[src/rtl/sys_timer.sv]
// sys_timer: memory-mapped 64-bit RISC-V machine timer (mtime/mtimecmp) on the
// register-interface bus. It provides a torn-read-safe 64-bit readout through a
// high-word shadow and a level timer interrupt.
// Optional feature macro: SYS_TIMER_PRESCALER_EN. When it is defined, a
// programmable prescaler sets the tick rate. When it is undefined, mtime
// advances on every enabled cycle.
// The bus types default to a local package that matches the SoC register
// interface layout. In the SoC they are overridden with core_v_mcu_pkg types.

package sys_timer_pkg;
    typedef struct packed {
        logic [31:0] addr;
        logic        write;
        logic [31:0] wdata;
        logic [3:0]  wstrb;
        logic        valid;
    } reg_req_t;

    typedef struct packed {
        logic [31:0] rdata;
        logic        error;
        logic        ready;
    } reg_rsp_t;
endpackage

module sys_timer #(
    parameter type         reg_req_t      = sys_timer_pkg::reg_req_t,
    parameter type         reg_rsp_t      = sys_timer_pkg::reg_rsp_t,
    parameter int unsigned PrescalerWidth = 16
) (
    input  logic     clk_i,
    input  logic     rst_ni,
    input  reg_req_t reg_req_i,
    output reg_rsp_t reg_rsp_o,
    output logic     timer_irq_o
);

    // Bus handshake: ready is high in every cycle out of reset. Each access
    // completes in the cycle its valid is high. Read data and error are
    // combinational in that cycle. Writes commit at the following rising edge.

    localparam logic [2:0] IdxCtrl     = 3'd0;
    localparam logic [2:0] IdxPrescale = 3'd1;
    localparam logic [2:0] IdxMtimeLo  = 3'd2;
    localparam logic [2:0] IdxMtimeHi  = 3'd3;
    localparam logic [2:0] IdxCmpLo    = 3'd4;
    localparam logic [2:0] IdxCmpHi    = 3'd5;
    localparam logic [2:0] IdxStatus   = 3'd6;

    logic        ctrl_en;
    logic        ctrl_irq_en;
    logic [63:0] mtime;
    logic [63:0] mtimecmp;
    logic [31:0] shadow;
    logic        expired_q;
    logic        irq_q;
    logic        tick;
    logic [31:0] prescale_rd;

    logic [2:0]  idx;
    logic        access_err;
    logic        wr_en;
    logic        rd_en;
    logic [31:0] rdata;

    // Only addr[4:0] is decoded. The upper address bits are ignored.
    logic unused_addr;
    assign unused_addr = ^reg_req_i.addr[31:5];

    // Byte-lane merge of write data into an existing 32-bit register value.
    function automatic logic [31:0] merge_bytes(input logic [31:0] old_val,
                                                input logic [31:0] wdata,
                                                input logic [3:0]  wstrb);
        logic [31:0] res;
        res = old_val;
        for (int b = 0; b < 4; b++) begin
            if (wstrb[b]) res[b*8 +: 8] = wdata[b*8 +: 8];
        end
        return res;
    endfunction

    assign idx        = reg_req_i.addr[4:2];
    // Slot 7 (0x1C-0x1F), misaligned offsets and STATUS writes are rejected.
    assign access_err = reg_req_i.valid &&
                        ((reg_req_i.addr[1:0] != 2'b00) ||
                         (idx == 3'd7) ||
                         (reg_req_i.write && (idx == IdxStatus)));
    assign wr_en      = reg_req_i.valid &&  reg_req_i.write && !access_err;
    assign rd_en      = reg_req_i.valid && !reg_req_i.write && !access_err;

`ifdef SYS_TIMER_PRESCALER_EN
    logic [PrescalerWidth-1:0] prescale;
    logic [PrescalerWidth-1:0] pcnt;
    logic [31:0]               prescale_wr;

    assign prescale_rd = 32'(prescale);
    assign prescale_wr = merge_bytes(prescale_rd, reg_req_i.wdata, reg_req_i.wstrb);
    assign tick        = ctrl_en && (pcnt == prescale);

    // PRESCALE register.
    always_ff @(posedge clk_i or negedge rst_ni) begin
        if (!rst_ni) begin
            prescale <= '0;
        end else if (wr_en && (idx == IdxPrescale)) begin
            prescale <= prescale_wr[PrescalerWidth-1:0];
        end
    end

    // Prescale counter. A CTRL or PRESCALE write restarts it so the next tick
    // lands exactly PRESCALE+1 cycles later.
    always_ff @(posedge clk_i or negedge rst_ni) begin
        if (!rst_ni) begin
            pcnt <= '0;
        end else if (wr_en && ((idx == IdxCtrl) || (idx == IdxPrescale))) begin
            pcnt <= '0;
        end else if (ctrl_en) begin
            if (pcnt == prescale) pcnt <= '0;
            else                  pcnt <= pcnt + PrescalerWidth'(1);
        end
    end
`else
    // Without the prescaler, PRESCALE reads as zero, writes to it are
    // accepted and ignored, and mtime ticks on every enabled cycle.
    localparam int unsigned unused_prescaler_width = PrescalerWidth;
    assign prescale_rd = 32'd0;
    assign tick        = ctrl_en;
`endif

    // CTRL register. Only the enable and irq_en bits exist.
    always_ff @(posedge clk_i or negedge rst_ni) begin
        if (!rst_ni) begin
            ctrl_en     <= 1'b0;
            ctrl_irq_en <= 1'b0;
        end else if (wr_en && (idx == IdxCtrl) && reg_req_i.wstrb[0]) begin
            ctrl_en     <= reg_req_i.wdata[0];
            ctrl_irq_en <= reg_req_i.wdata[1];
        end
    end

    // mtime counter. A software write to either half wins over that cycle's tick.
    always_ff @(posedge clk_i or negedge rst_ni) begin
        if (!rst_ni) begin
            mtime <= 64'd0;
        end else if (wr_en && (idx == IdxMtimeLo)) begin
            mtime[31:0] <= merge_bytes(mtime[31:0], reg_req_i.wdata, reg_req_i.wstrb);
        end else if (wr_en && (idx == IdxMtimeHi)) begin
            mtime[63:32] <= merge_bytes(mtime[63:32], reg_req_i.wdata, reg_req_i.wstrb);
        end else if (tick) begin
            mtime <= mtime + 64'd1;
        end
    end

    // mtimecmp register. It resets to all ones so the timer cannot fire by accident.
    always_ff @(posedge clk_i or negedge rst_ni) begin
        if (!rst_ni) begin
            mtimecmp <= '1;
        end else if (wr_en && (idx == IdxCmpLo)) begin
            mtimecmp[31:0] <= merge_bytes(mtimecmp[31:0], reg_req_i.wdata, reg_req_i.wstrb);
        end else if (wr_en && (idx == IdxCmpHi)) begin
            mtimecmp[63:32] <= merge_bytes(mtimecmp[63:32], reg_req_i.wdata, reg_req_i.wstrb);
        end
    end

    // High-word shadow. A read of MTIME_LO captures the matching high word.
    always_ff @(posedge clk_i or negedge rst_ni) begin
        if (!rst_ni) begin
            shadow <= 32'd0;
        end else if (rd_en && (idx == IdxMtimeLo)) begin
            shadow <= mtime[63:32];
        end
    end

    // Registered compare, then registered interrupt level.
    always_ff @(posedge clk_i or negedge rst_ni) begin
        if (!rst_ni) begin
            expired_q <= 1'b0;
            irq_q     <= 1'b0;
        end else begin
            expired_q <= (mtime >= mtimecmp);
            irq_q     <= ctrl_irq_en & expired_q;
        end
    end

    assign timer_irq_o = irq_q;

    // Read data mux. It returns zero for idle cycles and rejected accesses.
    always_comb begin
        rdata = 32'd0;
        if (rd_en) begin
            case (idx)
                IdxCtrl:     rdata = {30'd0, ctrl_irq_en, ctrl_en};
                IdxPrescale: rdata = prescale_rd;
                IdxMtimeLo:  rdata = mtime[31:0];
                IdxMtimeHi:  rdata = shadow;
                IdxCmpLo:    rdata = mtimecmp[31:0];
                IdxCmpHi:    rdata = mtimecmp[63:32];
                IdxStatus:   rdata = {31'd0, expired_q};
                default:     rdata = 32'd0;
            endcase
        end
    end

    // Response. It is held all-zero while reset is asserted.
    always_comb begin
        reg_rsp_o       = '0;
        reg_rsp_o.ready = rst_ni;
        reg_rsp_o.error = rst_ni & access_err;
        reg_rsp_o.rdata = rst_ni ? rdata : 32'd0;
    end

endmodule

[config.mk]
export PLATFORM = sky130hd
export DESIGN_NAME = sys_timer
export DESIGN_NICKNAME = d
export VERILOG_FILES = /design/src/rtl/sys_timer.sv
export SDC_FILE = /design/constraint.sdc
export NUM_CORES = 1
export LEC_CHECK = 0
export ABC_AREA = 1
export CORE_ASPECT_RATIO = 0.9
export CORE_MARGIN = 2
export CORE_UTILIZATION = 53
export DETAILED_ROUTE_END_ITERATION = 12
export HOLD_SLACK_MARGIN = 0.05
export PLACE_DENSITY = 0.86
export SYNTH_ARGS = -nofsm -noshare
export SYNTH_HDL_FRONTEND = slang
export SYNTH_SLANG_ARGS = --single-unit
export TNS_END_PERCENT = 10
[constraint.sdc]
create_clock -name clk_i -period 1.9 [get_ports clk_i]
set_clock_uncertainty 0.2 [all_clocks]
set_input_delay 0.19 -clock clk_i [delete_from_list [all_inputs] [get_ports clk_i]]
set_output_delay 0.19 -clock clk_i [all_outputs]
set_load 0.02 [all_outputs]
==> summary by stage <==
Cells and area
The count of filler cells inserted in the layout is 1281. Compared with the post-synthesis result, the final layout area differs by 53.0%. The area occupied by multi-input gates is 7890 um2. After the last flow step, the layout net total stands at 2214.

At the end of the flow the core is filled with cells to 0.820. Summing all flip-flop and latch instances after layout gives 4230 um2. In the final layout, the share of cells above drive strength 1 is 0.397.

The number of antenna diodes in the final layout is 0.

Detailed routing
The number of DRC violations after detailed-routing iteration 0 is 2259. Detailed routing inserted a total of 15100 vias. The number of detailed-route iterations in the first pass is 7. The number of remaining DRC errors is 0. The via count normalized by instance count is 6.33.

The routed length per instance is 23.4 um. The antenna violation net count after detailed routing is 0. The final wirelength is 55800 um.

Timing
The worst hold margin is 0.121 ns. Setup violations remaining at the end of the flow were counted as 80. For this run, the top clock speed supported by timing is 421 MHz. In the finished design, the share of the clock period the worst path needs comes to 1.25. The number of endpoints with negative hold slack in the final report is 0. Setup repair after global routing could not meet its margin everywhere.

For the pin with the worst max-slew slack, the measured transition is 0.785 ns. The worst setup margin is -0.475 ns. The final number of max-transition violations is 0. In this run the tightest slew margin relative to its limit is 0.476. The smallest clock period supported by the final layout is computed as 2.37 ns.

Global route
The final global-route overflow total is 0. The global-route wire length before repair is 75700 um. For this run, the total global-route usage over all layers was measured as 0.431.

The number of global-route vias before repair is 13600. The initial antenna violation count was 0. Entering global routing, the biggest net connects 115 pins.

Power and ir drop
The internal portion of total power is 10.1 mW. The total leakage power is 8.07 nW. The share of total power dissipated in the clock network is 0.225. The share of total power dissipated in combinational logic is 0.465. The sequential group share of total power is 0.310.

Of the total power, the share spent switching nets is 0.435. The power dissipated by switching net loads is 7.76 mW. The worst voltage drop across the vdd grid is 0.000533 V.

The power density normalized to cell area is 1010 nW/um2.

Clock tree
In this run the deepest clock path goes through 2 buffers. The number of buffers added by the clock tree synthesis step is 17. The H-tree generated during clock tree synthesis spans 4 levels. After clock tree synthesis, the clock-pin slew on the worst setup and hold paths is 0.08 ns. Clock tree synthesis selected as its root buffer the cell sky130_fd_sc_hd__clkbuf_16.

For the worst-skew pair, the clock arrives at the later sink with an insertion delay of 0.46 ns. The clock drives 164 sinks. The TritonCTS clock tree is done.

Critical path
STA classifies the critical path startpoint as a flop. The endpoint identified for the worst register-to-register timing path is expired_q. The largest driver fanout on the critical path is 2. The setup slack of the most critical reg-to-reg path is -0.47 ns. The required arrival time at the worst endpoint is 2.07 ns.

The worst setup path is of the reg -> reg kind. The timing endpoint of the critical path is expired_q. The startpoint identified for the worst register-to-register timing path is mtimecmp[31]. The arrival time at the worst endpoint is 2.55 ns. Tracing the worst setup path back leads to its startpoint at mtimecmp[31]. STA classifies the critical path endpoint as a flop. Measured in cells, the most critical reg-to-reg path has a length of 10.

Placement
The count of input and output buffers is 79. The last weighted congestion value of the routability-driven placer is 1.04. The wire-length estimate of the detail-placed layout is 36200 um.

The setup slack after placement is -0.818 ns.

Synth
The number of enable flip-flop cells after synthesis is 0. The cell count after synthesis is 1699. The most used flip-flop cell after synthesis is sky130_fd_sc_hd__dfrtp_1. Counting flops and latches in the post-synthesis netlist gives 164.

The sequential area share after synthesis is 0.363. The synthesized area is 11500 um2. In the synthesized netlist the async set-or-reset flop fraction comes to 1.00.

The net count after synthesis is 1836. The number of warnings printed during yosys synthesis is 0. Averaged over all synthesized cells, the footprint is 6.78 um2. The netlist uses 40 different library cells.

Outcome
The flow ran to the end, but the final reports show violations. The checks that failed: setup timing.

Die
In this run the horizontal extent of the chip is 159 um. The initial utilization of the core area, before any placement, comes to 0.536. The overall die height is 144 um. The floorplan has 51 rows.

The area of the core is 21500 um2. During I/O placement, the number of pins put on the boundary was 107. The die footprint is 22900 um2.

Job
The number of maximum-capacitance violations is 0.

Hold path
The path class of the tightest hold or removal check is in -> reg.
## synth_stat cells, types with 29 or more instances
library cell,count,area (um2)
sky130_fd_sc_hd__nand2_1,536,2010
sky130_fd_sc_hd__dfstp_2,64,1680
sky130_fd_sc_hd__nand3_1,113,566
sky130_fd_sc_hd__o21ai_1,70,350
sky130_fd_sc_hd__o22ai_1,29,181
sky130_fd_sc_hd__ha_1,65,813
sky130_fd_sc_hd__o21ai_0,93,465
sky130_fd_sc_hd__a21oi_1,38,190
sky130_fd_sc_hd__inv_1,210,788
sky130_fd_sc_hd__nor2_1,205,769
sky130_fd_sc_hd__a221oi_1,30,263
sky130_fd_sc_hd__dfrtp_1,100,2500
## registers in the layout, indices dropped and copies added, names as in the netlist
| register | count |
|---|---|
| expired_q | 1 |
| mtime | 64 |
| timer_irq_o | 1 |
| mtimecmp | 64 |
| shadow | 32 |
| ctrl_en | 1 |
| ctrl_irq_en | 1 |
## logic make-up (layout without fill, tap and decap cells)
kind of cell | count (synthesis) | after routing | synth area share
AO/OA/AOI/OAI | 269 | 269 | 0.132
XOR/XNOR | 16 | 16 | 0.0122
adder cells (fa/ha/maj) | 65 | 65 | 0.0706
buffers and inverters | 266 | 657 | 0.0918
flip-flops | 164 | 164 | 0.363
AND/OR/NAND/NOR | 919 | 919 | 0.330
## layout make-up
| cell class | count | area share |
|---|---|---|
| clock buffers | 23 | 0.0314 |
| well taps | 291 | 0.0207 |
| inverters | 214 | 0.0468 |
| clock inverters | 9 | 0.00610 |
| repair buffers | 411 | 0.208 |
| flip-flops and latches | 164 | 0.240 |
| multi-input cells | 1269 | 0.448 |
## metal layers
layer	vias up	track usage	wire length, um
li1	6276	-	-
met1	6967	0.544	19600
met2	1368	0.694	24300
met3	472	0.113	7660
met4	0	0.211	4160
met5	-	0	0
## layout by cell type (no fill, tap or decap), drive strengths merged, types with 38 or more instances in the layout
cell             n
o21ai          163
dfstp           64
nor2           212
dfrtp          100
nand3          121
a21oi           39
buf            366
nand2          540
clkdlybuf4s50   38
inv            221
ha              65
## power by group through the flow
stage	registers (mW)	logic, mW	clock network [mW]
global placement	5.20	5.98	0
CTS	5.28	6.76	3.96
finish	5.53	8.31	4.01
detailed placement	5.23	6.28	0
floorplan	5.10	3.08	0
global route	5.54	8.74	4.11
## worst max-delay path, stage by stage (launching register included)
cell and delay (ns):
sky130_fd_sc_hd__dfstp_2 0.54, sky130_fd_sc_hd__inv_2 0.05, sky130_fd_sc_hd__ha_1 0.31, sky130_fd_sc_hd__nand2_2 0.09, sky130_fd_sc_hd__nor2_4 0.12, sky130_fd_sc_hd__nand4_1 0.29, sky130_fd_sc_hd__nor2_2 0.31, sky130_fd_sc_hd__nand2_4 0.08
sky130_fd_sc_hd__nand2_4 0.10, sky130_fd_sc_hd__nand2_2 0.06, sky130_fd_sc_hd__nand2_2 0.13
## worst min-delay path by stage
stage	depth (start not counted)	from	slack, ns	endpoint
floorplan	0	rst_ni	-0.31	ctrl_en
global placement	3	rst_ni	0.15	shadow[19]
detailed placement	3	rst_ni	0.16	shadow[19]
CTS	3	reg_req_i[30]	0.12	mtimecmp[57]
global route	3	reg_req_i[33]	0.16	mtimecmp[28]
finish	3	reg_req_i[31]	0.12	mtimecmp[58]
## per-stage QoR
step | TNS [ns] | area [um2] | total power [mW] | cells
after detailed placement | -116.48 | 15000 | 11.5 | 2316
final | -9.63 | 17600 | 17.8 | 2381
after global routing | -13.83 | 17600 | 18.4 | 2381
after floorplan | -0.0174 | 11500 | 8.18 | 1699
after CTS | -4.90 | 16400 | 16.0 | 2360
after global placement | -97.03 | 15000 | 11.2 | 2316
## repair_timing
action	CTS	global route
gates cloned	1	0
hold buffers	1	0
endpoints found under the hold margin	104	0
resized for setup	365	307
endpoints found under the setup margin	164	163
setup buffers	11	22
pin swaps	48	89
Power figures use the tool's default switching activity.
